## config.mk

```make
export PLATFORM = sky130hd
export DESIGN_NAME = dac_stream_arbiter_flat
export DESIGN_NICKNAME = d
export VERILOG_FILES = /design/src/rtl/dac_stream_arbiter_if.sv /design/src/rtl/dac_stream_arbiter.sv /design/src/flat_wrapper.sv
export SDC_FILE = /design/constraint.sdc
export NUM_CORES = 1
export LEC_CHECK = 0
export ABC_AREA = 1
export CORE_UTILIZATION = 62
export DETAILED_ROUTE_END_ITERATION = 10
export PLACE_DENSITY_LB_ADDON = 0.15
export SYNTH_ARGS = -nofsm -noshare
export SYNTH_HDL_FRONTEND = slang
export SYNTH_SLANG_ARGS = --single-unit
```

## constraint.sdc

```tcl
create_clock -name clk -period 4.9 [get_ports clk]
set_clock_uncertainty 0.1 [all_clocks]
set_input_delay 0.49 -clock clk [delete_from_list [all_inputs] [get_ports clk]]
set_output_delay 0.49 -clock clk [all_outputs]
set_load 0.005 [all_outputs]
```

## src/rtl/dac_stream_arbiter_if.sv

```systemverilog
// Handshake bundle between the two per-channel sample sources and the arbiter,
// plus the merged channel-tagged stream toward the AD56x3 driver sink.
// master = source/sink side (sample producers + DAC driver), slave = arbiter side.
interface dac_stream_arbiter_if #(
    parameter int DATA_WIDTH = 14
);
    logic                  asiAValid;
    logic [DATA_WIDTH-1:0] asiAData;
    logic                  asiARdy;
    logic                  asiBValid;
    logic [DATA_WIDTH-1:0] asiBData;
    logic                  asiBRdy;
    logic                  asoValid;
    logic                  asoChannel;
    logic [DATA_WIDTH-1:0] asoData;
    logic                  asoRdy;

    modport master (
        output asiAValid, asiAData, asiBValid, asiBData, asoRdy,
        input  asiARdy, asiBRdy, asoValid, asoChannel, asoData
    );

    modport slave (
        input  asiAValid, asiAData, asiBValid, asiBData, asoRdy,
        output asiARdy, asiBRdy, asoValid, asoChannel, asoData
    );
endinterface

```

## src/rtl/dac_stream_arbiter.sv

```systemverilog
// Purpose: merge channel A/B sample streams into one channel-tagged stream for the DAC driver.
// Latency: sample accepted on edge k into an empty FIFO appears on asoValid after edge k+1.
// Backpressure: per-channel FIFO absorbs asoRdy stalls; asiXRdy is registered and drops once full.
// Optional feature macro: DAC_ARB_PAIR_EN (strict A,B pair ordering instead of round-robin).
module dac_stream_arbiter #(
    parameter int DATA_WIDTH = 14,
    parameter int FIFO_DEPTH = 4
) (
    input logic           clk,
    input logic           reset,
    dac_stream_arbiter_if.slave bus
);
    localparam int PW = $clog2(FIFO_DEPTH);
    localparam int CW = PW + 1;
    localparam logic [CW-1:0] DEPTH_C = CW'(FIFO_DEPTH);

    // Index 0 = channel A, index 1 = channel B throughout.
    logic [1:0]            in_vld;
    logic [DATA_WIDTH-1:0] in_dat [2];
    logic [1:0]            in_rdy;
    logic [1:0]            push;
    logic [1:0]            pop;
    logic [1:0]            non_empty;
    logic [DATA_WIDTH-1:0] head [2];

    logic                  aso_valid;
    logic                  aso_channel;
    logic [DATA_WIDTH-1:0] aso_data;
    logic                  out_free;
    logic                  load;
    logic                  grant;

    assign in_vld    = {bus.asiBValid, bus.asiAValid};
    assign in_dat[0] = bus.asiAData;
    assign in_dat[1] = bus.asiBData;

    assign bus.asiARdy    = in_rdy[0];
    assign bus.asiBRdy    = in_rdy[1];
    assign bus.asoValid   = aso_valid;
    assign bus.asoChannel = aso_channel;
    assign bus.asoData    = aso_data;

    // The output register may take a new word when empty or when its word leaves this edge.
    assign out_free = !aso_valid || bus.asoRdy;
    assign pop      = load ? (grant ? 2'b10 : 2'b01) : 2'b00;

    for (genvar ch = 0; ch < 2; ch++) begin : g_fifo
        logic [PW-1:0]         wr_ptr;
        logic [PW-1:0]         rd_ptr;
        logic [CW-1:0]         cnt;
        logic [CW-1:0]         cnt_next;
        logic                  rdy_q;
        logic [DATA_WIDTH-1:0] mem [FIFO_DEPTH];

        // Ready is registered, so a write is only taken when it was high before the edge.
        assign push[ch]      = in_vld[ch] && rdy_q;
        assign cnt_next      = cnt + CW'(push[ch]) - CW'(pop[ch]);
        assign in_rdy[ch]    = rdy_q;
        assign non_empty[ch] = (cnt != '0);
        assign head[ch]      = mem[rd_ptr];

        // Pointers wrap naturally since the depth is a power of two.
        always_ff @(posedge clk or negedge reset) begin
            if (!reset) begin
                wr_ptr <= '0;
                rd_ptr <= '0;
                cnt    <= '0;
                rdy_q  <= 1'b0;
            end else begin
                if (push[ch]) wr_ptr <= wr_ptr + PW'(1);
                if (pop[ch])  rd_ptr <= rd_ptr + PW'(1);
                cnt   <= cnt_next;
                rdy_q <= (cnt_next < DEPTH_C);
            end
        end

        // Sample storage needs no reset; occupancy is tracked by cnt alone.
        always_ff @(posedge clk) begin
            if (push[ch]) mem[wr_ptr] <= in_dat[ch];
        end
    end

`ifdef DAC_ARB_PAIR_EN
    typedef enum logic {PAIR_A, PAIR_B} pair_state_t;
    pair_state_t state;
    pair_state_t state_next;

    // Pair sequencer state register.
    always_ff @(posedge clk or negedge reset) begin
        if (!reset) state <= PAIR_A;
        else        state <= state_next;
    end

    // Start a pair only when both channels have a sample, then always finish it with B.
    always_comb begin
        state_next = state;
        load       = 1'b0;
        grant      = 1'b0;
        if (out_free) begin
            case (state)
                PAIR_A: begin
                    if (non_empty[0] && non_empty[1]) begin
                        load       = 1'b1;
                        grant      = 1'b0;
                        state_next = PAIR_B;
                    end
                end
                PAIR_B: begin
                    if (non_empty[1]) begin
                        load       = 1'b1;
                        grant      = 1'b1;
                        state_next = PAIR_A;
                    end
                end
                default: state_next = PAIR_A;
            endcase
        end
    end
`else
    logic last_grant;

    // Round-robin pick: alternate when both have data, otherwise take whichever has data.
    always_comb begin
        load  = out_free && (non_empty[0] || non_empty[1]);
        grant = 1'b0;
        if (non_empty[0] && non_empty[1]) grant = !last_grant;
        else                              grant = non_empty[1];
    end

    // Remember the last channel loaded; starts at B so A wins the first tie.
    always_ff @(posedge clk or negedge reset) begin
        if (!reset)    last_grant <= 1'b1;
        else if (load) last_grant <= grant;
    end
`endif

    // Output register: reload when free, otherwise hold bit-stable for the driver.
    always_ff @(posedge clk or negedge reset) begin
        if (!reset) begin
            aso_valid   <= 1'b0;
            aso_channel <= 1'b0;
            aso_data    <= '0;
        end else if (out_free) begin
            aso_valid <= load;
            if (load) begin
                aso_channel <= grant;
                aso_data    <= head[grant];
            end
        end
    end
endmodule

```

## src/flat_wrapper.sv

```systemverilog
// flat-port wrapper written by rule: the top's interface ports become plain ports
module dac_stream_arbiter_flat 
#(
    parameter int DATA_WIDTH = 14,
    parameter int FIFO_DEPTH = 4
)
  (clk, reset, bus_asiAValid, bus_asiAData, bus_asiBValid, bus_asiBData, bus_asoRdy, bus_asiARdy, bus_asiBRdy, bus_asoValid, bus_asoChannel, bus_asoData);
  dac_stream_arbiter_if #(.DATA_WIDTH(DATA_WIDTH)) bus_i ();
  input logic clk;
  input logic reset;
  input wire logic [$bits(bus_i.asiAValid)-1:0] bus_asiAValid;
  input wire logic [$bits(bus_i.asiAData)-1:0] bus_asiAData;
  input wire logic [$bits(bus_i.asiBValid)-1:0] bus_asiBValid;
  input wire logic [$bits(bus_i.asiBData)-1:0] bus_asiBData;
  input wire logic [$bits(bus_i.asoRdy)-1:0] bus_asoRdy;
  output wire logic [$bits(bus_i.asiARdy)-1:0] bus_asiARdy;
  output wire logic [$bits(bus_i.asiBRdy)-1:0] bus_asiBRdy;
  output wire logic [$bits(bus_i.asoValid)-1:0] bus_asoValid;
  output wire logic [$bits(bus_i.asoChannel)-1:0] bus_asoChannel;
  output wire logic [$bits(bus_i.asoData)-1:0] bus_asoData;
  assign bus_i.asiAValid = bus_asiAValid;
  assign bus_i.asiAData = bus_asiAData;
  assign bus_i.asiBValid = bus_asiBValid;
  assign bus_i.asiBData = bus_asiBData;
  assign bus_i.asoRdy = bus_asoRdy;
  assign bus_asiARdy = bus_i.asiARdy;
  assign bus_asiBRdy = bus_i.asiBRdy;
  assign bus_asoValid = bus_i.asoValid;
  assign bus_asoChannel = bus_i.asoChannel;
  assign bus_asoData = bus_i.asoData;
  dac_stream_arbiter #(.DATA_WIDTH(DATA_WIDTH), .FIFO_DEPTH(FIFO_DEPTH)) u_core (.clk(clk), .reset(reset), .bus(bus_i));
endmodule
```

==> run_results.csv <==
group,metric,value,unit
finish,nets,720,
finish,layout-drive-gt1-share,0.0860,
floorplan,die_area,0.0107,mm^2
finish,area_delta_synth_final,19.4,%
floorplan,dieWidth,104,um
worst_setup_path,end_kind,"flop",
sta,relSlewSlack,0.270,
cts,root_buffer,"clkbuf_8",
worst_setup_path,start_kind,"flop",
sta,final.setup.worst_slack,2.32,ns
cts,numCtsBuffers,17,
placed_design,placed_area,0.00700,mm^2
floorplan,num_io_pins,51,
placed_design,post-place-ws,2.00,ns
logic_synthesis,synth.avg_cell_area,10.4,um^2
routing,drt_pass1_iterations,4,
logic_synthesis,yosys_most_used_dff,"edfxtp_1",
finish,multi_input_area,0.00164,mm^2
logic_synthesis,synth_nets,665,
logic_synthesis,synth_most_common_cell,"nand2_1",
floorplan,initial_core_util,0.647,
placed_design,port-buffer-count,50,
finish,antenna_cells,0,
routing,wl_per_cell,15.3,um
cts,cts_resized,0,
power,p_leak,3.48,nW
worst_setup_path,timing.setup.critical_path_class,"reg -> reg",
logic_synthesis,synth_common_cells,"nand2_1 (200), edfxtp_1 (112), inv_1 (112)",
logic_synthesis,ys_types,24,
routing,drtAntennaViolNets,0,
placed_design,hpwl,7790,um
cts,cts_tree,"done",
routing,drt-total-wl,12500,um
worst_setup_path,required,5.21,ns
logic_synthesis,synth-edff-count,112,
logic_synthesis,synth_seq_cells,145,
routing,initialDrtViolationCount,312,
finish,finalInstanceArea,0.00765,mm^2
sta,finalSetupViolCount,0,
cts,clkTransAtPathRegs,0.06,ns
routing,vias,4320,
global_routing,antenna_found_initial,0,
logic_synthesis,syn_inst,618,
sta,rsz0062_at_grt,"no",
floorplan,die_h,104,um
floorplan,fp-row-count,36,
finish,seqCellArea,0.00419,mm^2
cts,clock_latency,0.52,ns
hold_path,hold_path_class,"in -> async",
global_routing,grt_overflow,0,
floorplan,design.core.area,0.00991,mm^2
global_routing,first_global_vias,4245,
logic_synthesis,async_flop_share,0.228,
power,powerDensity,604,mW/mm^2
global_routing,grt_max_degree,34,
sta,slew_viol_final,0,
worst_setup_path,critPathMaxFanout,17,
finish,fin_util,0.772,
sta,tightestPinTransition,1.09,ns
routing,via_per_inst,5.27,
sta,tns,0,ns
routing,drc_errors,0,
status,status,"complete, no violations",
global_routing,grt_pass1_wl,20600,um
power,vdd_drop_max,0.425,mV
cts,clock_path_buffers,2,
finish,nFillCells,613,
cts,cts.sinks,145,
placed_design,place_congestion,0.778,
cts,htreeDepth,4,
logic_synthesis,synth_area_leader_cell,"edfxtp_1",
sta,post-route-period-util,0.527,
cts,cts_setup_buffers,0,
logic_synthesis,synth_top_area_frac,0.525,
sta,fmax,387,MHz
global_routing,track_usage,0.252,
sta,final-hold-violation-count,0,
logic_synthesis,ys_warn_count,0,
logic_synthesis,synthTopCellsByArea,"edfxtp_1 (52%), dfrtp_1 (12%), nand2_1 (12%)",
cts,ctsHoldBuffers,0,
logic_synthesis,netlist_area,0.00641,mm^2
worst_setup_path,cp_data_arrival_time,2.89,ns
sta,period_minus_slack,2.58,ns
logic_synthesis,synth-seq-area-share,0.654,
flow_run,cap_violations,0,
## layer usage
layer	GRT usage	up-vias	wire, um
li1	-	2063	-
met1	0.325	2075	5190
met2	0.419	165	6330
met3	0.0667	17	825
met4	0.0827	0	182
met5	0	-	0
## final cells by class
class	count	area share
clock buffers	18	0.0546
clock inverters	14	0.0311
inverters	115	0.0564
multi-input cells	335	0.214
flip-flops and latches	145	0.547
well taps	133	0.0217
repair buffers	59	0.0742
## path summary, 6_finish.rpt
kind	start	end	slack (ns)	cells past startpoint
min	reset	u_core.g_fifo[0].wr_ptr[1]	0.27	2
max reg2reg	u_core.g_fifo[1].cnt[1]	u_core.g_fifo[0].cnt[2]	2.32	12
min reg2reg	u_core.bus.asoData[13]	u_core.bus.asoData[13]	0.40	2
max in group asynchronous	reset	u_core.last_grant	4.09	2
min in group clk	u_core.bus.asoData[13]	u_core.bus.asoData[13]	0.40	2
max	u_core.g_fifo[1].cnt[1]	u_core.g_fifo[0].cnt[2]	2.32	12
## placed cells by master (no fill, tap or decap), types with 6 or more instances in the layout
master and n:
edfxtp_1 112, clkbuf_16 16, ha_1 12, inv_1 112
dfrtp_1 32, xor2_1 7, nor2_1 13, clkdlybuf4s50_1 50
buf_4 9, nand2_1 200, nand3_1 83, bufinv_16 6
## report_power, final
part           internal, mW  total (mW)  switching, mW
clock                 0.928        1.42          0.491
sequential             1.61        1.86          0.247
combinational         0.526        1.35          0.822
## cell families (layout without fill, tap and decap cells)
logic type,after synthesis,after routing,share of synthesized area
buffers and inverters,138,206,0.0900
and+or+nand+nor,309,309,0.209
DFF,145,145,0.654
adders and majority gates,14,14,0.0297
xor gates and xnor gates,7,7,0.00957
AOI/OAI and AO/OA,5,5,0.00742
## critical path, cell delays in order, from the launching register on
cell	delay [ns]
dfrtp_1	0.44
nor2_2	0.17
nand2_4	0.10
nor2_4	0.17
nor2_4	0.11
nand2_1	0.12
inv_1	0.07
ha_1	0.28
inv_1	0.04
ha_1	0.18
fa_1	0.38
xor2_1	0.22
inv_1	0.08
## through the flow
step                hold WS, ns  total power, mW  std cells
floorplan                0.0944             2.76        618
global placement          0.385             3.13        787
detailed placement        0.387             3.21        787
CTS                       0.265             4.64        819
global route              0.314             4.88        819
finish                    0.265             4.63        819
## sequential cells by signal, summed over array words and instances, names as in the netlist
register,count
u_core.bus.asiARdy,1
u_core.bus.asiBRdy,1
u_core.bus.asoChannel,1
u_core.bus.asoData,14
u_core.bus.asoValid,1
u_core.g_fifo.cnt,6
u_core.g_fifo.mem,112
u_core.g_fifo.rd_ptr,4
u_core.g_fifo.wr_ptr,4
u_core.last_grant,1
No activity file was read; power rests on OpenSTA's default activity.
